**config.mk**
```make
export PLATFORM = sky130hd
export DESIGN_NAME = ysyx_rf_scoreboard
export DESIGN_NICKNAME = d
export VERILOG_FILES = /design/src/rtl/ysyx_rf_scoreboard.sv
export SDC_FILE = /design/constraint.sdc
export NUM_CORES = 2
export LEC_CHECK = 0
export BUFFER_PORTS_ARGS = -buffer_cell sky130_fd_sc_hd__buf_2
export CORE_UTILIZATION = 43
export DETAILED_ROUTE_END_ITERATION = 7
export GPL_TIMING_DRIVEN = 0
export PLACE_DENSITY_LB_ADDON = 0.15
export SLEW_MARGIN = 25
export SYNTH_ARGS = -nofsm -noshare
export SYNTH_HDL_FRONTEND = slang
export SYNTH_SLANG_ARGS = --single-unit
```
**constraint.sdc**
```tcl
create_clock -name clock -period 5.86 [get_ports clock]
set_input_delay 1.172 -clock clock [delete_from_list [all_inputs] [get_ports clock]]
set_output_delay 1.172 -clock clock [all_outputs]
set_load 0.01 [all_outputs]
```
**src/rtl/ysyx_rf_scoreboard.sv**
```systemverilog
// Integer register file with a per-register pending-write counter scoreboard.
// Define YSYX_RF_BYPASS_EN for same-cycle write-through of writeback data and busy bits.
`ifndef YSYX_XLEN
`define YSYX_XLEN 32
`endif
`ifndef YSYX_REG_LEN
`define YSYX_REG_LEN 5
`endif
`ifndef YSYX_REG_NUM
`define YSYX_REG_NUM 32
`endif

module ysyx_rf_scoreboard #(
  parameter int unsigned XLEN    = `YSYX_XLEN,
  parameter int unsigned REG_LEN = `YSYX_REG_LEN,
  parameter int unsigned REG_NUM = `YSYX_REG_NUM,
  parameter int unsigned CNT_W   = 2
) (
  input  logic               clock,
  input  logic               reset,
  input  logic [REG_LEN-1:0] rs1,
  input  logic [REG_LEN-1:0] rs2,
  output logic [XLEN-1:0]    rdata1,
  output logic [XLEN-1:0]    rdata2,
  output logic [REG_NUM-1:0] rf_table,
  input  logic               issue_valid,
  input  logic               issue_wen,
  input  logic [REG_LEN-1:0] issue_rd,
  output logic               issue_ready,
  input  logic               wb_valid,
  input  logic [REG_LEN-1:0] wb_rd,
  input  logic [XLEN-1:0]    wb_data,
  input  logic               flush,
  output logic               wb_underflow
);

  localparam logic [CNT_W-1:0] CNT_MAX = '1;
  localparam logic [CNT_W-1:0] CNT_ONE = CNT_W'(1);

  logic [XLEN-1:0]  r_regs [REG_NUM];
  logic [CNT_W-1:0] r_cnt  [REG_NUM];
  logic             r_wb_underflow;

  logic w_rel;
  logic w_res;
  logic w_both;
  logic w_issue_full;

  assign w_rel        = wb_valid && (wb_rd != '0);
  assign w_issue_full = issue_wen && (issue_rd != '0) && (r_cnt[issue_rd] == CNT_MAX);
  // A saturated counter can still take a reservation when the same register retires now.
  assign issue_ready  = !w_issue_full || (wb_valid && (wb_rd == issue_rd));
  assign w_res        = issue_valid && issue_wen && (issue_rd != '0) && issue_ready;
  assign w_both       = w_res && w_rel && (issue_rd == wb_rd);
  assign wb_underflow = r_wb_underflow;

  always_ff @(posedge clock) begin
    if (reset) begin
      for (int unsigned i = 0; i < REG_NUM; i++) begin
        r_regs[i] <= '0;
        r_cnt[i]  <= '0;
      end
      r_wb_underflow <= 1'b0;
    end else begin
      r_wb_underflow <= w_rel && (r_cnt[wb_rd] == '0);
      if (w_rel) r_regs[wb_rd] <= wb_data;
      if (flush) begin
        for (int unsigned i = 0; i < REG_NUM; i++) r_cnt[i] <= '0;
      end else if (!w_both) begin
        if (w_res) r_cnt[issue_rd] <= r_cnt[issue_rd] + CNT_ONE;
        if (w_rel && (r_cnt[wb_rd] != '0)) r_cnt[wb_rd] <= r_cnt[wb_rd] - CNT_ONE;
      end
    end
  end

  always_comb begin
    rdata1 = (rs1 == '0) ? '0 : r_regs[rs1];
    rdata2 = (rs2 == '0) ? '0 : r_regs[rs2];
`ifdef YSYX_RF_BYPASS_EN
    if (w_rel && (wb_rd == rs1)) rdata1 = wb_data;
    if (w_rel && (wb_rd == rs2)) rdata2 = wb_data;
`endif
  end

  always_comb begin
    rf_table = '0;
    for (int unsigned i = 1; i < REG_NUM; i++) rf_table[i] = (r_cnt[i] != '0);
`ifdef YSYX_RF_BYPASS_EN
    // Last outstanding write retiring now frees the register for decode this cycle.
    if (w_rel && (r_cnt[wb_rd] == CNT_ONE) && !w_both) rf_table[wb_rd] = 1'b0;
`endif
  end

endmodule

```
; ---- Word-level counts from Yosys, hierarchy flattened
; Memories as Yosys holds them, arrays and structs flattened.
; Cells that the tools add are included.
[classes]
n_addsub = 2
eq_ne = 3
muxes = 61
bitwise = 32
reduce_logical = 53
[ops]
columns = cell, count
row1 = $mux 32, 3
row2 = $mux 2, 34
row3 = $reduce_bool 2->1, 32
row4 = $or 1x1->1, 32
row5 = $reduce_or 32->1, 1
row6 = $mux 1, 21
row7 = $mux 5, 3
row8 = $logic_and 1x1->1, 11
row9 = $eq 5x5->1, 2
row10 = $logic_not 5->1, 2
row11 = $reduce_bool 5->1, 2
row12 = $reduce_or 2->1, 2
row13 = $add 2x1->2 const B, 1
row14 = $eq 2x2->1 const B, 1
row15 = $logic_not 2->1, 1
row16 = $sub 2x1->2 const B, 1
row17 = $logic_not 1->1, 1
row18 = $logic_or 1x1->1, 1
[totals]
reg_bits = 1
ram_bits = 1088
inputBits = 58
out_inout_bits = 98
wordCells = 154
mem_count = 2
[mem_list]
columns = name, words, width, read_ports, rd_clocked_by_memory_dff, write_ports, line
row1 = r_regs, 32, 32, 2, 0, 32, 40  ; logic [XLEN-1:0] r_regs [REG_NUM];
row2 = r_cnt, 32, 2, 33, 0, 32, 41  ; logic [CNT_W-1:0] r_cnt [REG_NUM];

; ---- Logic depth before layout (Yosys ltp)
[logic_depth]
ltp_word = 14
ltp_mapped = 14
depth_no_buf = 11

; ---- Least setup slack after synthesis
; Ideal clock, no wire load.
[synth_timing]
path_type = input to register
startpoint = in wb_rd[2]
endpoint = mem r_cnt[24][0], enable pin
setup_ns = 0.327
t_arrival_ns = 4.252
t_required_ns = 5.533
setup_slack_ns = 1.281
stages = 14
n_path_buf = 4
cell_sequence = buf_6 -> or3b_1 -> buf_2 -> o21ai_0 -> or4_4 -> a211oi_4 -> buf_6 -> inv_1 -> ha_1 -> or4b_1 -> a31oi_4 -> nand2_1 -> buf_2 -> o221ai_1
[synth_rtl]
columns = element, line
row1 = from (decl), 31  ; input logic [REG_LEN-1:0] wb_rd,
row2 = to (decl), 41

; ---- Final worst setup path
[layout_timing]
startpoint = in rs1[1]
endpoint = out rdata1[0]
[layout_via]
elab_chain_len = 2
word_cells_on_any_way = 3
cone_classes = mux (1) / reduce/logical (1) / memory (1)
[layout_rtl]
columns = element, line
row1 = from (decl), 21  ; input logic [REG_LEN-1:0] rs1,
row2 = $mem_v2 32x32 or $logic_not 5->1 (tied branches), n/a
row3 = $mux 32 (*), 77  ; rdata1 = (rs1 == '0) ? '0 : r_regs[rs1];
row4 = to (decl), 23  ; output logic [XLEN-1:0] rdata1,
; Mark *: on every way between the ends. The rest lies on a longest branch, timed or not.

==> metrics.md <==
| Metric | Value |
|---|---|
| Max Freq | about 0.17 GHz |
| Outcome | finished, violations left |
| Cell Pwr Density | around 290 mW/mm^2 |
| CP cell instances | clkbuf_1 > buf_1 > clkbuf_1 > mux4_2 > mux4_2 > inv_1 > o21ai_0 > buf_2 |
| CTS Sinks | 1,089 |
| CTS Root Cell | clkbuf_16 |
| Register area share after synthesis | 0.555 |
| Gr usage total | 0.289 |
| Clk_lat worst skew | between 0.7 and 0.8 ns |
| Number of global-route vias before repair | 36,500 |
| Post-synthesis adder-cell area fraction | 0.000425 |
| Final WS setup | -0.00425 ns |
| Fin crit period | 5.86 ns |
| Die width | between 300 and 400 um |
| Slowest cell on the critical path | buf_1 |
| R2R Path Start | r_cnt[27][0]$_DFFE_PP_ |
| Slew margin rel. | 0.257 |
| Hold endpoint | r_regs[14][0]$_SDFFCE_PN0P_ |
| Flip-flop and latch count after synthesis | 1,089 |
| EDFF count, synth | between 1,000 and 1,500 |
| DR WL/cell | approximately 34 um |
| Grt ovf | 0 |
| Final core occ | 0.485 |
| Min-delay src | wb_data[0] |
| Cell type with the largest total area after synthesis | edfxtp_1 |
| Synth Area in Compound Gates | 0.0227 |
| FF-to-FF setup slack | 1.15 ns |
| Placed insts | 5,699 |
| Placer Congestion | roughly 0.94 |
| Fillers | around 12,000 |
| Worst Path Arrival | between 4 and 5 ns |
| TritonCTS clock tree | done |
| Yosys top cell area share | 0.554 |
| Synth Area in Simple Gates | 0.132 |
| Synthesized area per cell | 15.8 sq um |
| Setup crit end kind | output pin |
| Max Clock Skew | ~0.020 ns |
| P_leak | 22.4 nW |
| Core area | around 0.14 sq mm |
| CTS H-tree depth | 3 |
| Failing checks | negative setup slack |
| Antenna violations before repair | 17 |
| Final Max Tran Viols | 0 |
| Area of the die | 0.139 sq mm |
| R2R depth | 11 |
| Vias | ~37,000 |
| Peak VDD IR | between 0.2 and 0.25 mV |
| Port bufs | about 150 |
| Max cap viols | 0 |
| FFs w/ async S/R, synth | 0 |
| Non-filler cells in the finished layout | approximately 5,900 |
| Worst Setup SP | rs1[1] |
| Hold Path Stages | 2 |
| Max FO, Critical Path | 10 |
| TritonCTS buffer count | approximately 120 |
| Hold crit path type | input pin to flop |
| Vias per inst | about 6.2 |
| Die Height | 372 um |
| Reg2reg end | r_cnt[1][0]$_DFFE_PP_ |
| Drt pass-1 iters | 5 |
| Reg clk slew, reported paths | 0.06 ns |
| Post-synth cell types | just over 60 |
| P&R area growth vs syn | 11.6% |
| Post-Syn Instances | between 3,000 and 4,000 |
| Max Root-Sink Buffers | 3 |
| Post-synthesis mux area share | 0.256 |
| Largest net degree at the start of global routing | 33 |
| DRC errors left | 0 |
| Final Power | 19.0 mW |
| Synth area leaders | edfxtp_1 (55%), mux4_2 (25%), and2_1 (11%) |
| Floorplan row count | 135 |
| First-pass GRT wire length | ~280,000 um |
| Final setup violation count | 1 |
| CP top delay family | buffers and inverters |
| RSZ-0062 raised after global routing | false |
| WL final | about 200,000 um |
| Crit path required time | 4.69 ns |
| CP max stage delay | approximately 0.7 ns |
| Area share of xor/xnor cells in the synthesized design | 0.000870 |
| CP Class | input pin to output pin |
| Iteration-0 DRC Markers | around 4,500 |
| Nets | between 4,000 and 5,000 |
| Mapped cell area | between 0.05 and 0.06 sq mm |
| Setup crit start kind | input pin |
| Main combinational cell family by area after synthesis | multiplexers |
| Slew @ Worst Pin | around 1.1 ns |
| Hold Violations, Final | 0 |
| Layout cells sized above 1 | 0.283 |
| Yosys synthesis warning count | 0 |
| # IOs | roughly 160 |
| Bufs and invs on worst path | 5 |
| Initial Utilization | 0.434 |
| Final ANT Viol Nets | 0 |
| Detailed placement HPWL | about 140,000 um |
| Predominant post-synthesis flop cell | edfxtp_1 |
| Final period util | 1.00 |
[worst max path at each step]
stage                              to  slack, ns  cells after the start
4_1_cts                     rdata2[5]     0.0008                      8
3_3_place_gp                rdata1[2]      -0.53                      6
5_1_grt                     rdata2[2]      0.007                      8
3_5_place_dp   r_cnt[31][1]$_DFFE_PP_      -0.24                     12
2_1_floorplan  r_cnt[24][0]$_DFFE_PP_       1.28                     14
6_report                    rdata1[0]     -0.004                      8
[state kept, by name (all words and copies together) (netlist names)]
register	count
wb_underflow	1
r_cnt	64
r_regs	1024
[logic make-up after synthesis]
| group | Yosys count |
|---|---|
| AOI/OAI and AO/OA | 196 |
| xor gates and xnor gates | 5 |
| DFF | 1089 |
| and+or+nand+nor | 1282 |
| buffers and inverters | 473 |
| adders and majority gates | 2 |
| other | 1 |
| muxes | 686 |
[what timing repair did]
| action | in CTS | in global routing |
|---|---|---|
| gates resized for setup | 2 | 15 |
| hold buffers | 0 | 0 |
| hold endpoints to repair | 0 | 0 |
| endpoints found under the setup margin | 3 | 12 |
| buffers inserted | 0 | 0 |
[layer usage]
metal	up-vias	track usage	routed length [um]
met1	19200	0.401	80700
met5	-	0	34
met4	4	0.0849	5630
met3	303	0.0645	19400
met2	1987	0.458	93600
li1	15100	-	-
[power by group]
| group | total [mW] | switching [mW] | internal [mW] |
|---|---|---|---|
| logic | 2.55 | 1.49 | 1.06 |
| registers | 9.20 | 0.207 | 9.00 |
| clock network | 7.24 | 3.25 | 4.00 |
| total | 19.0 | 4.94 | 14.1 |
[placed cells by master, fill, tap and decap left out, drive strengths merged, types with 9 or more instances in the layout]
master | synthesis | routed
o21ai | 70 | 70
or2 | 65 | 65
a22oi | 9 | 9
o211ai | 23 | 23
conb | 1 | 35
inv | 70 | 73
clkbuf | 280 | 430
nor2 | 36 | 36
and2 | 995 | 995
clkinv | 0 | 51
o32ai | 30 | 30
mux2i | 24 | 24
nand3b | 12 | 12
nand3 | 28 | 28
mux4 | 657 | 657
nand2 | 89 | 89
o22ai | 38 | 38
edfxtp | 1088 | 1088
buf | 123 | 276
[synth_stat cells (all sizes together), types with 3 or more instances]
library cell / instances
mux2: 5
and3b: 3
or2: 65
nor2b: 4
a211oi: 3
inv: 70
nand2: 89
o31ai: 5
buf: 123
o22ai: 38
a21oi: 3
o221ai: 8
o32ai: 30
nor3b: 8
mux4: 657
mux2i: 24
clkbuf: 280
a22oi: 9
or3: 4
nand2b: 8
nor3: 8
and3: 3
nand3: 28
o211ai: 23
nand4: 6
xor2: 4
o21ai: 70
or3b: 5
edfxtp: 1088
and2: 995
nand3b: 12
nor2: 36
[stage by stage]
| step | setup TNS (ns) | worst slack [ns] | hold slack, ns | instance area, sq um |
|---|---|---|---|---|
| 3_5_place_dp | -6.66 | -0.238 | 1.19 | 62200 |
| 6_report | -0.00425 | -0.00425 | 0.789 | 65800 |
| 4_1_cts | 0 | 0.000759 | 0.750 | 65800 |
| 3_3_place_gp | -13.62 | -0.528 | 1.18 | 62000 |
| 5_1_grt | 0 | 0.00654 | 0.802 | 65800 |
| 2_1_floorplan | 0 | 1.28 | 0.934 | 59100 |
[cell type report]
class	instances	area (sq um)	share of cell area
antenna	4	10.0	0.000152
buffer	403	1730	0.0263
clock buffer	152	3120	0.0475
clock inverter	63	475	0.00723
inverter	70	263	0.00399
multi-input combinational	2206	24500	0.372
sequential	1089	32700	0.497
tap	1781	2230	0.0339
timing repair buffer	151	808	0.0123
No activity file was read; power rests on OpenSTA's default activity.
